File: config.mk
export PLATFORM = sky130hd
export DESIGN_NAME = decode_issue_sequencer
export DESIGN_NICKNAME = d
export VERILOG_FILES = /design/src/rtl/decode_issue_pkg.sv /design/src/rtl/decode_issue_fifo.sv /design/src/rtl/decode_issue_sequencer.sv
export SDC_FILE = /design/constraint.sdc
export NUM_CORES = 1
export LEC_CHECK = 0
export BUFFER_PORTS_ARGS = -buffer_cell sky130_fd_sc_hd__buf_2
export CORE_MARGIN = 2
export CORE_UTILIZATION = 60
export DETAILED_ROUTE_END_ITERATION = 6
export PLACE_DENSITY = 0.88
export SLEW_MARGIN = 20
export SYNTH_ARGS = -nofsm -noshare
export SYNTH_HDL_FRONTEND = slang
export SYNTH_SLANG_ARGS = --single-unit
File: constraint.sdc
create_clock -name clock -period 5.9 [get_ports clock]
set_clock_uncertainty 0.2 [all_clocks]
set_input_delay 0.295 -clock clock [delete_from_list [all_inputs] [get_ports clock]]
set_output_delay 0.295 -clock clock [all_outputs]
set_load 0.005 [all_outputs]
File: src/rtl/decode_issue_pkg.sv
// Shared types and defaults for the decode issue sequencer.
// Holds issue modes, FSM states and parameter defaults.
package decode_issue_pkg;

  typedef enum logic {
    ISSUE_BURST,
    ISSUE_GAP
  } issue_mode_e;

  typedef enum logic [1:0] {
    IDLE,
    ISSUE,
    GAP,
    HOLD
  } issue_state_e;

  localparam int          DEF_DATA_W        = 16;
  localparam int          DEF_DEPTH         = 8;
  localparam int          DEF_HOLD_CYCLES   = 1;
  localparam int          DEF_STALL_TIMEOUT = 64;
  localparam issue_mode_e DEF_MODE          = ISSUE_BURST;

endpackage

File: src/rtl/decode_issue_fifo.sv
// Circular queue of W-bit entries with full/empty/count.
// Ports: clock, reset, push/wdata, pop/rdata, full, empty, count.
module decode_issue_fifo #(
  parameter int W     = 32,
  parameter int DEPTH = 8
) (
  input  logic                     clock,
  input  logic                     reset,
  input  logic                     push,
  input  logic [W-1:0]             wdata,
  input  logic                     pop,
  output logic [W-1:0]             rdata,
  output logic                     full,
  output logic                     empty,
  output logic [$clog2(DEPTH):0]   count
);

  localparam int AW = $clog2(DEPTH);
  localparam int CW = AW + 1;

  logic [W-1:0]  mem [DEPTH];
  logic [AW-1:0] wptr;
  logic [AW-1:0] rptr;
  logic          do_push;
  logic          do_pop;

  assign full    = (count == CW'(DEPTH));
  assign empty   = (count == '0);
  assign do_push = push && !full;
  assign do_pop  = pop && !empty;
  assign rdata   = mem[rptr];

  always_ff @(posedge clock) begin
    if (do_push && !reset)
      mem[wptr] <= wdata;
  end

  // DEPTH is a power of two, so pointers wrap by overflow.
  always_ff @(posedge clock) begin
    if (reset) begin
      wptr  <= '0;
      rptr  <= '0;
      count <= '0;
    end else begin
      if (do_push)
        wptr <= wptr + AW'(1);
      if (do_pop)
        rptr <= rptr + AW'(1);
      case ({do_push, do_pop})
        2'b10:   count <= count + CW'(1);
        2'b01:   count <= count - CW'(1);
        default: count <= count;
      endcase
    end
  end

endmodule

File: src/rtl/decode_issue_sequencer.sv
// Queues instruction/NPC pairs and issues them to decode.
// Ports: push handshake, stall, dout/npc_in/enable_decode, count, stall_err.
module decode_issue_sequencer
  import decode_issue_pkg::*;
#(
  parameter int          DATA_W        = DEF_DATA_W,
  parameter int          DEPTH         = DEF_DEPTH,
  parameter int          HOLD_CYCLES   = DEF_HOLD_CYCLES,
  parameter int          STALL_TIMEOUT = DEF_STALL_TIMEOUT,
  parameter issue_mode_e MODE          = DEF_MODE
) (
  input  logic                     clock,
  input  logic                     reset,
  input  logic                     push_valid,
  output logic                     push_ready,
  input  logic [DATA_W-1:0]        push_instr,
  input  logic [DATA_W-1:0]        push_npc,
  input  logic                     stall,
  output logic [DATA_W-1:0]        dout,
  output logic [DATA_W-1:0]        npc_in,
  output logic                     enable_decode,
  output logic [$clog2(DEPTH):0]   count,
  output logic                     stall_err
);

  localparam int HW = $clog2(HOLD_CYCLES + 2);
  localparam int SW = $clog2(STALL_TIMEOUT + 1);

  issue_state_e      state;
  logic [HW-1:0]     holdcnt;
  logic [SW-1:0]     stall_cnt;
  logic [SW-1:0]     stall_nxt;
  logic [2*DATA_W-1:0] head;
  logic              fifo_full;
  logic              fifo_empty;
  logic              push;
  logic              pop;
  logic              can_pop;

  assign push_ready = !fifo_full;
  assign push       = push_valid && push_ready;

  decode_issue_fifo #(
    .W     (2 * DATA_W),
    .DEPTH (DEPTH)
  ) u_fifo (
    .clock (clock),
    .reset (reset),
    .push  (push),
    .wdata ({push_instr, push_npc}),
    .pop   (pop),
    .rdata (head),
    .full  (fifo_full),
    .empty (fifo_empty),
    .count (count)
  );

  // GAP is the bubble itself; the entry after it may pop at its end.
  always_comb begin
    can_pop = 1'b0;
    case (state)
      IDLE, GAP, HOLD: can_pop = 1'b1;
      ISSUE:           can_pop = (MODE == ISSUE_BURST);
      default:         can_pop = 1'b0;
    endcase
  end

  assign pop = can_pop && !fifo_empty && !stall;

  always_ff @(posedge clock) begin
    if (reset) begin
      state         <= IDLE;
      holdcnt       <= '0;
      dout          <= '0;
      npc_in        <= '0;
      enable_decode <= 1'b0;
    end else if (!stall) begin
      if (pop) begin
        dout          <= head[2*DATA_W-1:DATA_W];
        npc_in        <= head[DATA_W-1:0];
        enable_decode <= 1'b1;
        holdcnt       <= '0;
        state         <= ISSUE;
      end else begin
        case (state)
          ISSUE: begin
            if (MODE == ISSUE_GAP) begin
              state         <= GAP;
              enable_decode <= 1'b0;
            end else if (HOLD_CYCLES == 0) begin
              state         <= IDLE;
              enable_decode <= 1'b0;
            end else begin
              state   <= HOLD;
              holdcnt <= HW'(HOLD_CYCLES);
            end
          end
          GAP: begin
            state         <= IDLE;
            enable_decode <= 1'b0;
          end
          HOLD: begin
            holdcnt <= holdcnt - HW'(1);
            if (holdcnt <= HW'(1)) begin
              state         <= IDLE;
              enable_decode <= 1'b0;
            end
          end
          default: enable_decode <= 1'b0;
        endcase
      end
    end
  end

  // Saturating watchdog; the error latches on the edge the count hits the limit.
  always_comb begin
    stall_nxt = '0;
    if (stall)
      stall_nxt = (stall_cnt == SW'(STALL_TIMEOUT)) ?
                  stall_cnt : stall_cnt + SW'(1);
  end

  always_ff @(posedge clock) begin
    if (reset) begin
      stall_cnt <= '0;
      stall_err <= 1'b0;
    end else begin
      stall_cnt <= stall_nxt;
      if (stall_nxt == SW'(STALL_TIMEOUT))
        stall_err <= 1'b1;
    end
  end

endmodule

# After elaboration in Yosys (flattened, before gate mapping)
# Memory sizes are Yosys's and may differ from the RTL's. A register that Yosys moved wholly into a read port is not among the register bits.
# Index checks and enable logic that the tools add are counted.
[word_totals]
inputBits = 36
out_inout_bits = 39
memories = 1
ff_bits = 23
mem_bits_rw = 256
[memory_table]
columns = ["name", "depth", "width", "rd", "rd_clocked_by_memory_dff", "wr", "line_no", "text"]
rows = [
  ["u_fifo.mem", 8, 32, 1, 1, 1, "decode_issue_fifo.sv:21", "logic [W-1:0] mem [DEPTH];"],
]
[classes]
reduce_logical = 20
n_mux = 14
n_addsub = 6
magnitude_cmp = 1
n_eq_ne = 10
bitwise = 1
[op_table]
columns = ["cell", "count"]
rows = [
  ["7-bit == test (second input constant)", 2],
  ["7-bit 2-to-1 mux", 2],
  ["4-bit case mux with 2 select lines", 1],
  ["7-bit by 1-bit adder with 7-bit output (second input constant)", 1],
  ["3-bit by 1-bit adder with 3-bit output (second input constant)", 2],
  ["2-bit == test (second input constant)", 3],
  ["1-bit logical AND", 6],
  ["2-bit 2-to-1 mux", 3],
  ["2-bit case mux with 3 select lines", 1],
  ["3-bit AND reduction", 2],
  ["1-bit 2-to-1 mux", 5],
  ["4-bit by 1-bit adder with 4-bit output (second input constant)", 1],
  ["2-bit by 1-bit == test with 1-bit output (second input constant)", 2],
  ["4-bit == test (second input constant)", 1],
  ["1-bit zero test", 4],
  ["4-bit zero test", 1],
  ["2-bit case mux with 2 select lines", 1],
  ["2-bit AND reduction", 2],
  ["4-bit nonzero test", 1],
  ["4-bit OR reduction", 1],
  ["4-bit by 1-bit subtractor with 4-bit output (second input constant)", 1],
  ["3-bit by 2-bit inequality test with 1-bit output (second input constant)", 1],
  ["3-bit nonzero test", 1],
  ["2-bit by 1-bit less-or-equal comparator with 1-bit output (second input constant)", 1],
  ["6 further kinds", 6],
]

# Depth between registers and ports, before layout
[logic_depth]
depth_word = 8
ltp_mapped = 12

# By module
# A second synthesis with hierarchy kept.
[hier_totals]
cells_unflattened = 675
area_unflattened_um2 = 12305.6
[modules_own_cells]
columns = ["mod", "cells_each", "area_per_inst_um2", "n_inst"]
rows = [
  ["decode_issue_fifo", 446, 10432.5, 1],
  ["decode_issue_sequencer", 229, 1873.0, 1],
]

# Least setup slack after synthesis
# No wires, ideal clock.
[synth_timing]
kind = "reg-to-reg"
start = "reg u_fifo.count[0]"
end = "mem u_fifo.mem[0][0], enable pin"
synth_period_minus_slack_ns = 5.030
stages_incl_launch_ff = 5
arrival_time_ns = 4.317
setup_slack_ns = 0.870
path_buffers = 1
path_cell_list = "dfxtp_1 > or4b_1 > clkbuf_1 > nand2_2 > nor4b_1"
[synth_via]
elab_chain_len = 7
[synth_lines]
columns = ["element", "line_no", "text"]
rows = [
  ["from (decl)", "decode_issue_fifo.sv:15", "output logic [$clog2(DEPTH):0] count"],
  ["from (signal assigned)", "decode_issue_fifo.sv:50", "2'b10: count <= count + CW'(1);"],
  ["from (signal assigned)", "decode_issue_fifo.sv:51", "2'b01: count <= count - CW'(1);"],
  ["from (signal assigned)", "decode_issue_fifo.sv:52", "default: count <= count;"],
  ["4-bit == test (*)", "decode_issue_fifo.sv:27", "assign full = (count == CW'(DEPTH));"],
  ["1-bit zero test (*)", "decode_issue_sequencer.sv:40", "assign push_ready = !fifo_full;"],
  ["named net push_ready", "decode_issue_sequencer.sv:15", "output logic push_ready,"],
  ["1-bit logical AND", "decode_issue_sequencer.sv:41", "assign push = push_valid && push_ready;"],
  ["1-bit logical AND (*)", "decode_issue_fifo.sv:29", "assign do_push = push && !full;"],
  ["1-bit logical AND (*)", "decode_issue_fifo.sv:34", "if (do_push && !reset)"],
  ["1-bit 2-to-1 mux (*)", "decode_issue_fifo.sv:34", ""],
  ["1-bit 2-to-1 mux (not written as such) (*)", "decode_issue_fifo.sv:35", "mem[wptr] <= wdata;"],
  ["to (decl)", "decode_issue_fifo.sv:21", ""],
]
# Mark *: on every way through the listed nets, which the timed path passes. The rest lies on a longest branch.

# Worst setup path in the final report
[layout_timing]
start = "reg u_fifo.count[0]"
end = "reg u_fifo.count[3]"
[layout_via]
elab_chain_len = 7
elab_cells_between_ends = 15
cone_classes = "add/sub (2); eq/ne (3); mux (1); reduce/logical (9)"
[layout_lines]
columns = ["element", "line_no", "text"]
rows = [
  ["4-bit zero test", "decode_issue_fifo.sv:28", "assign empty = (count == '0);"],
  ["1-bit zero test", "decode_issue_fifo.sv:30, decode_issue_sequencer.sv:68", ""],
  ["1-bit logical AND (2 in series)", "decode_issue_sequencer.sv:68", "assign pop = can_pop && !fifo_empty && !stall;"],
  ["1-bit logical AND", "decode_issue_fifo.sv:30", "assign do_pop = pop && !empty;"],
  ["2-bit by 1-bit == test with 1-bit output / 2-bit == test (equally long branches)", "decode_issue_fifo.sv:49", "case ({do_push, do_pop})"],
  ["4-bit case mux with 2 select lines / 2-bit nonzero test (equally long branches)", "-", ""],
]
# Several ways; a longest one is shown, not always the timed one.
# A chain may end at the register's enable or synchronous reset.

==> impl_metrics.ini <==
[sta]
hold_viol = 0
fin_crit_ns = 3.093
finalCritPeriodShare = 0.5243
maxSlewViolCount = 0
rsz0062_at_grt = no
fmax_mhz = 323.3
worst_pin_slew_ns = 0.8589
slew_headroom = 0.4274
fin_setup_tns_ns = 0
setup_viol = 0

[layout]
seqCellArea_sq_um = 8795
drive_above_1_share = 0.2850
layout_common_cells = 256 x edfxtp_1, 74 x buf_2, 64 x mux4_2
antenna_cells = 0
syn2layout_area_growth_pct = 16.87
mostFrequentLayoutCell = edfxtp_1
finalNonFillerCells = 1051
multi_input_area_sq_um = 3033
nets = 809
fill_cells = 1192
fin_util = 0.7181

[synthesis]
synthFlopType = edfxtp_1
seq_area_frac_synth = 0.7325
synth_cell_type_count = 49
syn_avg_cell_area_sq_um = 18.81
synthArstFlopShare = 0
syn_nets = 685
synth_edf_count = 256
synthCells = 638
ys_seq_elements = 311
syn_area_sq_um = 12000
yosysWarnings = 0

[worst_setup_path]
cp-end-kind = flip-flop
r2r_end = u_fifo.count[3]
rr_worst_depth = 9
r2r-start = u_fifo.count[0]
crit_family = simple AND/OR/NAND/NOR gates
cp_max_fo = 68
slowest_stage = nor4_2
crit_buf_inv = 2
cp_cell_sequence = nor4_2 > or2_4 > inv_2 > buf_4 > ha_1 > nand3b_1 > a211oi_1 > o21bai_1 > mux2_2
critPathRequiredTime_ns = 6.12
crit_arrival_ns = 3.32
r2r_slack_ns = 2.81
path_depth = 9
critPathKind = flip-flop to flip-flop
slowest_delay_ns = 0.48
start_kind = flip-flop
critPathLaunch = u_fifo.count[0]

[hold_path]
hold_end = u_fifo.count[0]
hold_depth = 3
hp-start = reset
hp-class = input pin to flip-flop

[drt]
vias = 6398
drtIter0Drc = 577
wl_per_cell_um = 23.35
drcViolationCount = 0
via_per_inst = 6.088
antenna_left = 0
drt-pass1-iter-count = 4
drt_wl_total_mm = 24.54

[place]
place_inst = 961
gp_congestion = 0.7669
hpwl_mm = 13.68
port_buffers = 74

[power]
clkPwrFrac = 0.339
p_switching_mw = 1.455
combPwrFrac = 0.173
p_int_mw = 4.170
pwr-share-seq = 0.488
peakVddDrop_uv = 295.6
power.density_nw_per_um2 = 401.1
power.leakage_nw = 4.647
swShare = 0.2587

[floorplanning]
initial_core_util = 0.6144
die_w_um = 145.4
die_h_um = 145.4
core_sq_um = 19530
die_area_sq_um = 21140
std_cell_rows = 51
pin_count = 75

[global_routing]
grt_overflow = 0
grt_use_total = 0.2379
grt_pass1_vias = 6938
grt_first_pass_wirelength_mm = 38.65
grt_max_degree = 69
antenna_found_initial = 0

[flow_run]
maxCapViolations = 0

[cts]
cts-root-buf = clkbuf_16
tritoncts = done
post_cts_resize_count = 0
clockBufferDepth = 3
clock_sinks = 311
clkTransAtPathRegs_ns = 0.06
htree_num_levels = 1
insertion_delay_ns = 0.55
numCtsBuffers = 30

[outcome]
status = finished, final reports clean
==> final cells by class <==
| cell class | count | share of cell area |
|---|---|---|
| clock inverter | 14 | 0.01294 |
| sequential | 311 | 0.6272 |
| clock buffer | 42 | 0.05746 |
| tap | 265 | 0.02365 |
| inverter | 8 | 0.002142 |
| multi-input combinational | 285 | 0.2163 |
| timing repair buffer | 126 | 0.06032 |
==> sequential cells by signal (all words and copies together) (netlist names) <==
name and cells:
stall_err 1, state 2, stall_cnt 7, enable_decode 1
holdcnt 2, u_fifo.mem 256, dout 16, npc_in 16
u_fifo.rptr 3, u_fifo.count 4, u_fifo.wptr 3
==> Yosys cell counts (all sizes together), types with 3 or more instances <==
cell    count  area share
xor2        7      0.0051
dfxtp      55       0.092
nand3       8      0.0033
o21ai       7      0.0029
nand2b      3      0.0016
edfxtp    256        0.64
nor3        4      0.0017
a21oi       9      0.0038
inv         8      0.0025
buf        23       0.013
a211oi     34       0.023
mux2i      35       0.029
xnor2       4      0.0029
nor4        3      0.0021
ha         11       0.011
mux4       64        0.12
nand2      12      0.0040
nor2       55       0.017
clkbuf     11      0.0034
==> cell families after synthesis <==
group / Yosys count / share of synthesized area
multiplexers: 100 / 0.1503
AND/OR/NAND/NOR: 105 / 0.04359
AO/OA/AOI/OAI: 58 / 0.03525
buffers and inverters: 42 / 0.01888
flip-flops: 311 / 0.7325
XOR/XNOR: 11 / 0.008030
adder cells (fa/ha/maj): 11 / 0.01147
==> per-stage QoR <==
stage               setup WS [ns]  instance area, sq um  power [mW]  hold slack [ns]
floorplan                  0.8704                 12000       3.418           0.1939
global placement            3.078                 12690       3.663           0.2416
detailed placement          2.841                 12690       3.735           0.2655
CTS                         2.822                 14020       5.659           0.1719
global route                2.544                 14020       5.856           0.1906
finish                      2.807                 14020       5.625           0.1748
==> worst max-delay path by stage <==
| stage | end |
|---|---|
| floorplan | u_fifo.mem[0][0] |
| global placement | u_fifo.count[3] |
| detailed placement | u_fifo.count[3] |
| CTS | u_fifo.count[3] |
| global route | u_fifo.count[3] |
| finish | u_fifo.count[3] |
==> tightest hold or removal path, cell delays in order <==
cell and delay (ns):
buf_2 0.10, buf_4 0.31, nor2_1 0.16
==> routing by layer <==
layer,track usage,vias to the layer above,share of wire,wire [um]
met2,0.4216,246,0.53,13050
met5,0,-,0,0
met1,0.3058,3292,0.38,9384
li1,-,2813,-,-
met4,0.07059,0,0.021,509
met3,0.04075,47,0.065,1594
==> repair_timing <==
action,4_1_cts,5_1_grt
buffers inserted,0,0
hold buffers,34,0
hold endpoints to repair,265,0
==> power by group through the flow <==
stage | Combinational [mW] | Clock (mW) | Sequential, mW
floorplan | 0.715 | 0 | 2.70
finish | 0.974 | 1.91 | 2.75
global placement | 0.894 | 0 | 2.77
CTS | 0.983 | 1.93 | 2.75
global route | 1.07 | 2.02 | 2.77
detailed placement | 0.948 | 0 | 2.79
(Power assumes the default switching activity.)
